## config.mk

```make
export PLATFORM = sky130hd
export DESIGN_NAME = rob_commit
export DESIGN_NICKNAME = d
export VERILOG_FILES = /design/src/rtl/rob_pkg.sv /design/src/rtl/rob_commit.sv
export SDC_FILE = /design/constraint.sdc
export NUM_CORES = 1
export LEC_CHECK = 0
export BUFFER_PORTS_ARGS = -buffer_cell sky130_fd_sc_hd__buf_4
export CAP_MARGIN = 20
export CORE_ASPECT_RATIO = 1.2
export CORE_MARGIN = 2
export CORE_UTILIZATION = 40
export CTS_BUF_LIST = sky130_fd_sc_hd__clkbuf_8
export DETAILED_ROUTE_END_ITERATION = 12
export GPL_TIMING_DRIVEN = 0
export PLACE_DENSITY = 0.57
export REMOVE_ABC_BUFFERS = 1
export SLEW_MARGIN = 5
export SYNTH_ARGS = -nofsm -noshare
export SYNTH_HDL_FRONTEND = slang
export SYNTH_SLANG_ARGS = --single-unit
```

## constraint.sdc

```tcl
create_clock -name clk -period 4.12 [get_ports clk]
set_input_delay 0.412 -clock clk [delete_from_list [all_inputs] [get_ports clk]]
set_output_delay 0.412 -clock clk [all_outputs]
set_load 0.02 [all_outputs]
```

## src/rtl/rob_pkg.sv

```systemverilog
// rob_pkg: shared definitions for the in-order retirement buffer.
//   ROB_DEPTH   default number of buffer entries (power of two, >= 2)
//   ROB_TAG_W   width of an entry tag for the default depth
//   rob_entry_t per-entry state: busy, done, destination register, result
package rob_pkg;

   localparam int ROB_DEPTH = 8;
   localparam int ROB_TAG_W = $clog2(ROB_DEPTH);

   typedef struct packed {
      logic        busy;  // entry allocated and not yet retired
      logic        done;  // result has been written back
      logic [4:0]  rd;    // architectural destination register
      logic [31:0] data;  // result value
   } rob_entry_t;

endpackage

```

## src/rtl/rob_commit.sv

```systemverilog
// rob_commit: in-order retirement buffer feeding the register file write port.
// Dispatch allocates an entry at the tail, out-of-order writeback fills
// entries by tag, and the oldest completed entry retires through a
// registered output stage, at most one per cycle.
// Ports:
//   clk                  clock, all state changes on the rising edge
//   rst                  asynchronous reset, active low
//   alloc_valid/alloc_rd allocation request and its destination register
//   alloc_ready          an entry is free (from registered count only)
//   alloc_tag            tag handed to the allocating instruction (tail)
//   wb_valid/wb_tag/wb_data  writeback of a result into an entry
//   flush                discard every in-flight entry
//   reg_write/wa/data_write  registered register file write port
//   commit_valid         one-cycle pulse per retired entry (also for x0)
//   count                number of occupied entries
module rob_commit
   import rob_pkg::*;
#(
   parameter int DEPTH = ROB_DEPTH,
   parameter int TAG_W = $clog2(DEPTH)
) (
   input  logic             clk,
   input  logic             rst,
   input  logic             alloc_valid,
   input  logic [4:0]       alloc_rd,
   output logic             alloc_ready,
   output logic [TAG_W-1:0] alloc_tag,
   input  logic             wb_valid,
   input  logic [TAG_W-1:0] wb_tag,
   input  logic [31:0]      wb_data,
   input  logic             flush,
   output logic             reg_write,
   output logic [4:0]       wa,
   output logic [31:0]      data_write,
   output logic             commit_valid,
   output logic [TAG_W:0]   count
);

   localparam logic [TAG_W:0]   DEPTH_CNT = (TAG_W+1)'(DEPTH);
   localparam logic [TAG_W:0]   CNT_ONE   = (TAG_W+1)'(1);
   localparam logic [TAG_W-1:0] PTR_ONE   = TAG_W'(1);

   rob_entry_t       ent_q [DEPTH];
   rob_entry_t       ent_d [DEPTH];
   logic [TAG_W-1:0] head_q, head_d;
   logic [TAG_W-1:0] tail_q, tail_d;
   logic [TAG_W:0]   count_q, count_d;
   logic             reg_write_q, reg_write_d;
   logic [4:0]       wa_q, wa_d;
   logic [31:0]      data_write_q, data_write_d;
   logic             commit_valid_q, commit_valid_d;

   logic             alloc_fire;
   logic             commit_fire;

   // Readiness looks only at the registered count, so a slot freed by a
   // commit in this cycle cannot be reused until the next one.
   assign alloc_ready = (count_q < DEPTH_CNT);
   assign alloc_tag   = tail_q;
   assign alloc_fire  = alloc_valid && alloc_ready;
   // A busy head implies a non-empty buffer, so no separate empty test.
   assign commit_fire = ent_q[head_q].busy && ent_q[head_q].done;

   always_comb begin
      ent_d          = ent_q;
      head_d         = head_q;
      tail_d         = tail_q;
      count_d        = count_q;
      reg_write_d    = 1'b0;
      commit_valid_d = 1'b0;
      wa_d           = wa_q;
      data_write_d   = data_write_q;

      if (flush) begin
         for (int i = 0; i < DEPTH; i++) begin
            ent_d[i].busy = 1'b0;
            ent_d[i].done = 1'b0;
         end
         head_d  = '0;
         tail_d  = '0;
         count_d = '0;
      end else begin
         // Writeback to an idle entry is silently dropped.
         if (wb_valid && ent_q[wb_tag].busy) begin
            ent_d[wb_tag].done = 1'b1;
            ent_d[wb_tag].data = wb_data;
         end

         if (alloc_fire) begin
            ent_d[tail_q].busy = 1'b1;
            ent_d[tail_q].done = 1'b0;
            ent_d[tail_q].rd   = alloc_rd;
            tail_d             = tail_q + PTR_ONE;
         end

         // Retirement is applied last so it always clears the head entry.
         if (commit_fire) begin
            ent_d[head_q].busy = 1'b0;
            ent_d[head_q].done = 1'b0;
            head_d             = head_q + PTR_ONE;
            commit_valid_d     = 1'b1;
            reg_write_d        = (ent_q[head_q].rd != 5'd0);
            wa_d               = ent_q[head_q].rd;
            data_write_d       = ent_q[head_q].data;
         end

         if (alloc_fire && !commit_fire) begin
            count_d = count_q + CNT_ONE;
         end else if (!alloc_fire && commit_fire) begin
            count_d = count_q - CNT_ONE;
         end
      end
   end

   always_ff @(posedge clk or negedge rst) begin
      if (!rst) begin
         for (int i = 0; i < DEPTH; i++) begin
            ent_q[i] <= '0;
         end
         head_q         <= '0;
         tail_q         <= '0;
         count_q        <= '0;
         reg_write_q    <= 1'b0;
         wa_q           <= '0;
         data_write_q   <= '0;
         commit_valid_q <= 1'b0;
      end else begin
         ent_q          <= ent_d;
         head_q         <= head_d;
         tail_q         <= tail_d;
         count_q        <= count_d;
         reg_write_q    <= reg_write_d;
         wa_q           <= wa_d;
         data_write_q   <= data_write_d;
         commit_valid_q <= commit_valid_d;
      end
   end

   assign reg_write    = reg_write_q;
   assign wa           = wa_q;
   assign data_write   = data_write_q;
   assign commit_valid = commit_valid_q;
   assign count        = count_q;

endmodule
```

Yosys cells after proc, flatten, opt, wreduce, memory -nomap -nowiden
Cells that the tools add are included.
W data, S select, Z words.

cells by class
  bitwise logic cells = 4
  muxes and demuxes = 51
  add/subtract/negate cells = 4
  reductions and logical operators = 15
  order comparisons = 7

operator list
  operator               number
  $bwmux W312            7
  $mux W312              5
  $demux W39 S3          7
  $bmux W39 S3           2
  $mux W39               6
  $mux W38               3
  $mux W37               1
  $mux W32               1
  $mux W2                8
  $ge A4 B4 Y1 const B   3
  $lt A4 B1 Y1 const B   3
  $mux W3                4
  $mux W4                3
  $not A3 Y4             3
  $logic_and A1 B1 Y1    8
  $add A3 B1 Y3 const B  2
  $reduce_bool A5 Y1     1
  $add A4 B1 Y4 const B  1
  $lt A4 B4 Y1 const B   1
  $mux W1                4
  $reduce_bool A2 Y1     2
  $sub A4 B1 Y4 const B  1
  $reduce_bool A3 Y1     1
  $logic_not A1 Y1       2
  other kinds (2)        2

storage, ports and cells
  bits of input ports = 45
  logic and storage cells = 120
  bits in registers = 361
  output and inout bits = 47

Logic depth before layout (Yosys ltp)
  depth in word-level cells = 18
  mapped depth = 12
  mapped depth without buffers = 10

Worst setup path after synthesis
Ideal clock, no wire load.

  path kind = register -> register
  from = reg head_q[0]
  to = reg count_q[3] (netlist: count[3])
  cell stages (with the launch flop) = 13
  path slack = 1.303 ns
  path buffers = 2
  arrival time = 2.681 ns
  required time = 3.984 ns
  cell sequence = dfrtp_1 -> clkbuf_1 -> and3b_1 -> o21a_1 -> or3_1 -> clkbuf_1 -> nand2b_1 -> ha_1 -> a21o_1 -> a21o_1 -> nand2_1 -> a2bb2oi_1 -> a21oi_1

between the ends
  cells in the longest elaborated chain, start to end = 9

RTL lines
  item                                  RTL line           source
  start: declaration                    rob_commit.sv:45   logic [TAG_W-1:0] head_q, head_d;
  start signal: assignment              rob_commit.sv:120  head_q <= '0;
  start signal: assignment              rob_commit.sv:129  head_q <= head_d;
  $not A3 Y4 (not written as such) (*)  rob_commit.sv:62   assign commit_fire = ent_q[head_q].busy && ent_q[head_q].done;
  $bmux W39 S3 (*)                      rob_commit.sv:62
  $mux W39 (*) (2 in series)            --
  $logic_and A1 B1 Y1 (*)               rob_commit.sv:62
  $logic_not A1 Y1                      rob_commit.sv:107  if (alloc_fire && !commit_fire) begin
  $logic_and A1 B1 Y1                   rob_commit.sv:107
  $mux W4                               rob_commit.sv:107
  $mux W4                               rob_commit.sv:74   if (flush) begin
  end signal: assignment                rob_commit.sv:131  count_q <= count_d;
  end: declaration                      rob_commit.sv:47   logic [TAG_W:0] count_q, count_d;

Mark *: on every way between the ends. The rest lies on a longest branch, timed or not. The select of a mux whose other input is x is not followed.
A chain may end at the register's enable or synchronous reset.

Worst setup path in the final report
  from = reg head_q[2]
  to = reg count_q[3] (netlist: count[3])

The elaborated chain is that of the path after synthesis.

==> run metrics <==
status finished clean; final WL 35,700 um; crit path capture type flop; Synth cell types 60; gr usage total 0.172; PwrDens 416 nW/um^2; ranking of synthesized cells by area dfrtp_1 55%, mux2_2 14%, mux4_2 9.5%; synthesized area per cell 15.3 sq um; setup slack after layout 0.591 ns; Horiz. Die Dim 189 um; io pins 92; CTS resizes 0; Die H 227 um; Hold Worst Slack 0.0779 ns; # diodes 0; worst-case clock buffer depth 3; synthesized flop and latch total 361; Max stage delay on crit path 0.91 ns; Syn Inst Count 1,078; antenna-violating nets left 0; max_slew headroom 0.343; synth warn 0; row cnt 81; setup TNS 0 ns; max-slew violation count 0; Top FF cell, synth dfrtp_1; Metal-1 WL 16,600 um; met2 routed WL 16,900 um; Hold WC Path Type in2reg; WP data required 4.66 ns; Arrival @ worst endpoint 4.07 ns; total CTS buffers 60; CTS tree yes; worst vdd ir 0.278 mV; Final Cycle Share 0.857; Int Power 6090 uW; most frequent cell after synthesis dfrtp_1; Reg power frac 0.495; CP cell instances nand4_1, a41oi_1, or3_1, nand2b_1, ha_1, a21o_1, a21o_1, nor3_1, mux2i_1, a21oi_1; layout cells sized above 1 0.472; core box area 40,700 sq um; net switching power 1890 uW; routed length on met3 1430 um; Leak 0.00953 uW; Clk pwr share 0.411; Clock Latency Late Sink 0.62 ns; Setup WS pre-CTS 0.604 ns; Max-cap violations 0; Root Buffer clkbuf_8; number of flops mapped to enable cells by yosys 0; Initial Util 0.405; Hold Fails Final Rpt 0; TritonRoute pass-1 iters 5; DR vias 9,201; final net count 1,234; cell mode on critical path a21o_1; CTS Sinks 361; sw frac 0.237; total power 7990 uW; WS Path Type reg2reg; register area share after synthesis 0.547; slowest stage cell, crit path dfrtp_4; Util after Layout 0.471; antenna violations before repair 1; global route overflow 0; startpoint types flop; CTS clk-pin slew, worst paths 0.07 ns; Post-synth top cells 361 x dfrtp_1, 201 x mux2_2, 90 x mux2_4; ys async rst share 1.00; Worst Skew 0.0109 ns; final setup vio count 0; Fmax achieved 283 MHz; Post-CTS Setup Inserts 0; die area 42,900 sq um; DRC Markers 0; H-tree depth 2; CP max FO 44; Worst-Margin Slew 0.983 ns; Gate power share 0.094; Via density 5.21; Detailed Place HPWL 21,800 um; Port Buffers 91; RSZ-0062 raised after global routing false; pin count of the biggest net entering global routing 111; post-synth top area cell dfrtp_1; DRT iter0 DRCs 381; post-layout min period 3.53 ns; Max Used Layer met5; Final GP Congestion 0.747; Area growth syn-to-layout 16.3%; Synth top area share 0.547; WL/cell 20.2 um; area of the mapped netlist 16,500 sq um; vias in the first global route 9,980; first-pass GRT wire length 57,800 um
-- path summary, 6_finish.rpt --
path                                             from                         end  slack [ns]  depth (start not counted)
setup / recovery                head_q[2]$_DFFE_PN0P_        count[3]$_DFFE_PN0P_        0.59                         10
hold / removal                             wb_data[0]                        flop        0.08                          2
setup reg to reg                head_q[2]$_DFFE_PN0P_        count[3]$_DFFE_PN0P_        0.59                         10
hold reg to reg            data_write[29]$_DFFE_PN0P_  data_write[29]$_DFFE_PN0P_        0.48                          2
max in group asynchronous                         rst                   async pin        2.41                          4
min in group asynchronous                         rst      commit_valid$_DFF_PN0_        0.41                          2
-- critical path: cells and delay by family, from the launching register on --
| family | cells | cell delay [ns] |
|---|---|---|
| mux | 1 | 0.09 |
| simple gates | 4 | 1.05 |
| fa+ha+maj | 1 | 0.24 |
| compound gates | 4 | 1.13 |
| flops | 1 | 0.91 |
-- cell usage in the layout, fill, tap and decap left out, drive strengths merged, types with 2 or more instances in the layout --
master	n
nand4	2
nor2	22
o211a	3
or3	2
a21o	3
mux2i	44
o21a	3
nand4b	2
bufinv	3
nand3	4
a41oi	4
a211oi	2
and3	3
a31oi	6
buf	112
a21oi	9
and3b	2
inv	33
dfrtp	361
a21boi	3
ha	4
o21ai	40
nor4	6
or4	6
mux4	70
a22oi	2
o31a	2
clkbuf	77
a221oi	2
mux2	298
o31ai	2
xnor2	2
clkinv	5
nor2b	3
nand2	44
nor3	12
nand2b	8
-- power groups by stage --
stage / Clock (uW) / Combinational, uW / Sequential (uW)
finish: 3280 / 750 / 3950
global route: 3580 / 831 / 3980
CTS: 3410 / 766 / 3950
detailed placement: 0 / 765 / 4010
global placement: 0 / 725 / 4010
floorplan: 0 / 487 / 3980
-- kinds of logic after synthesis --
| logic type | synth area share |
|---|---|
| and+or+nand+nor | 0.0381 |
| adders and majority gates | 0.00424 |
| AOI/OAI and AO/OA | 0.0356 |
| DFF | 0.547 |
| buffers and inverters | 0.0274 |
| xor gates and xnor gates | 0.00159 |
| muxes | 0.346 |
-- per-layer routing --
metal  track usage  up-vias
li1              -     4192
met1         0.238     4800
met2         0.280      154
met3        0.0311       53
met4        0.0513        2
met5             0        -
-- cell type report --
class                           instances  area (sq um)
Clock buffer                           77          1060
Clock inverter                         27           195
Fill cell                            3644         21500
Inverter                               15          58.8
Multi-Input combinational cell        632          7070
Sequential cell                       361          9040
Tap cell                              539           674
Timing Repair Buffer                  114          1090
-- through the flow --
stage                     cell area, sq um  cells
final                                19200   1765
after detailed placement             17900   1660
after CTS                            19200   1765
after floorplan                      16100   1008
after global routing                 19200   1765
after global placement               17500   1638
-- repair_timing --
item	in CTS	in global routing
hold endpoints to repair	97	0
hold buffers	1	0
endpoints found under the setup margin	0	0
Note: power is estimated with default switching activity, not from simulation.
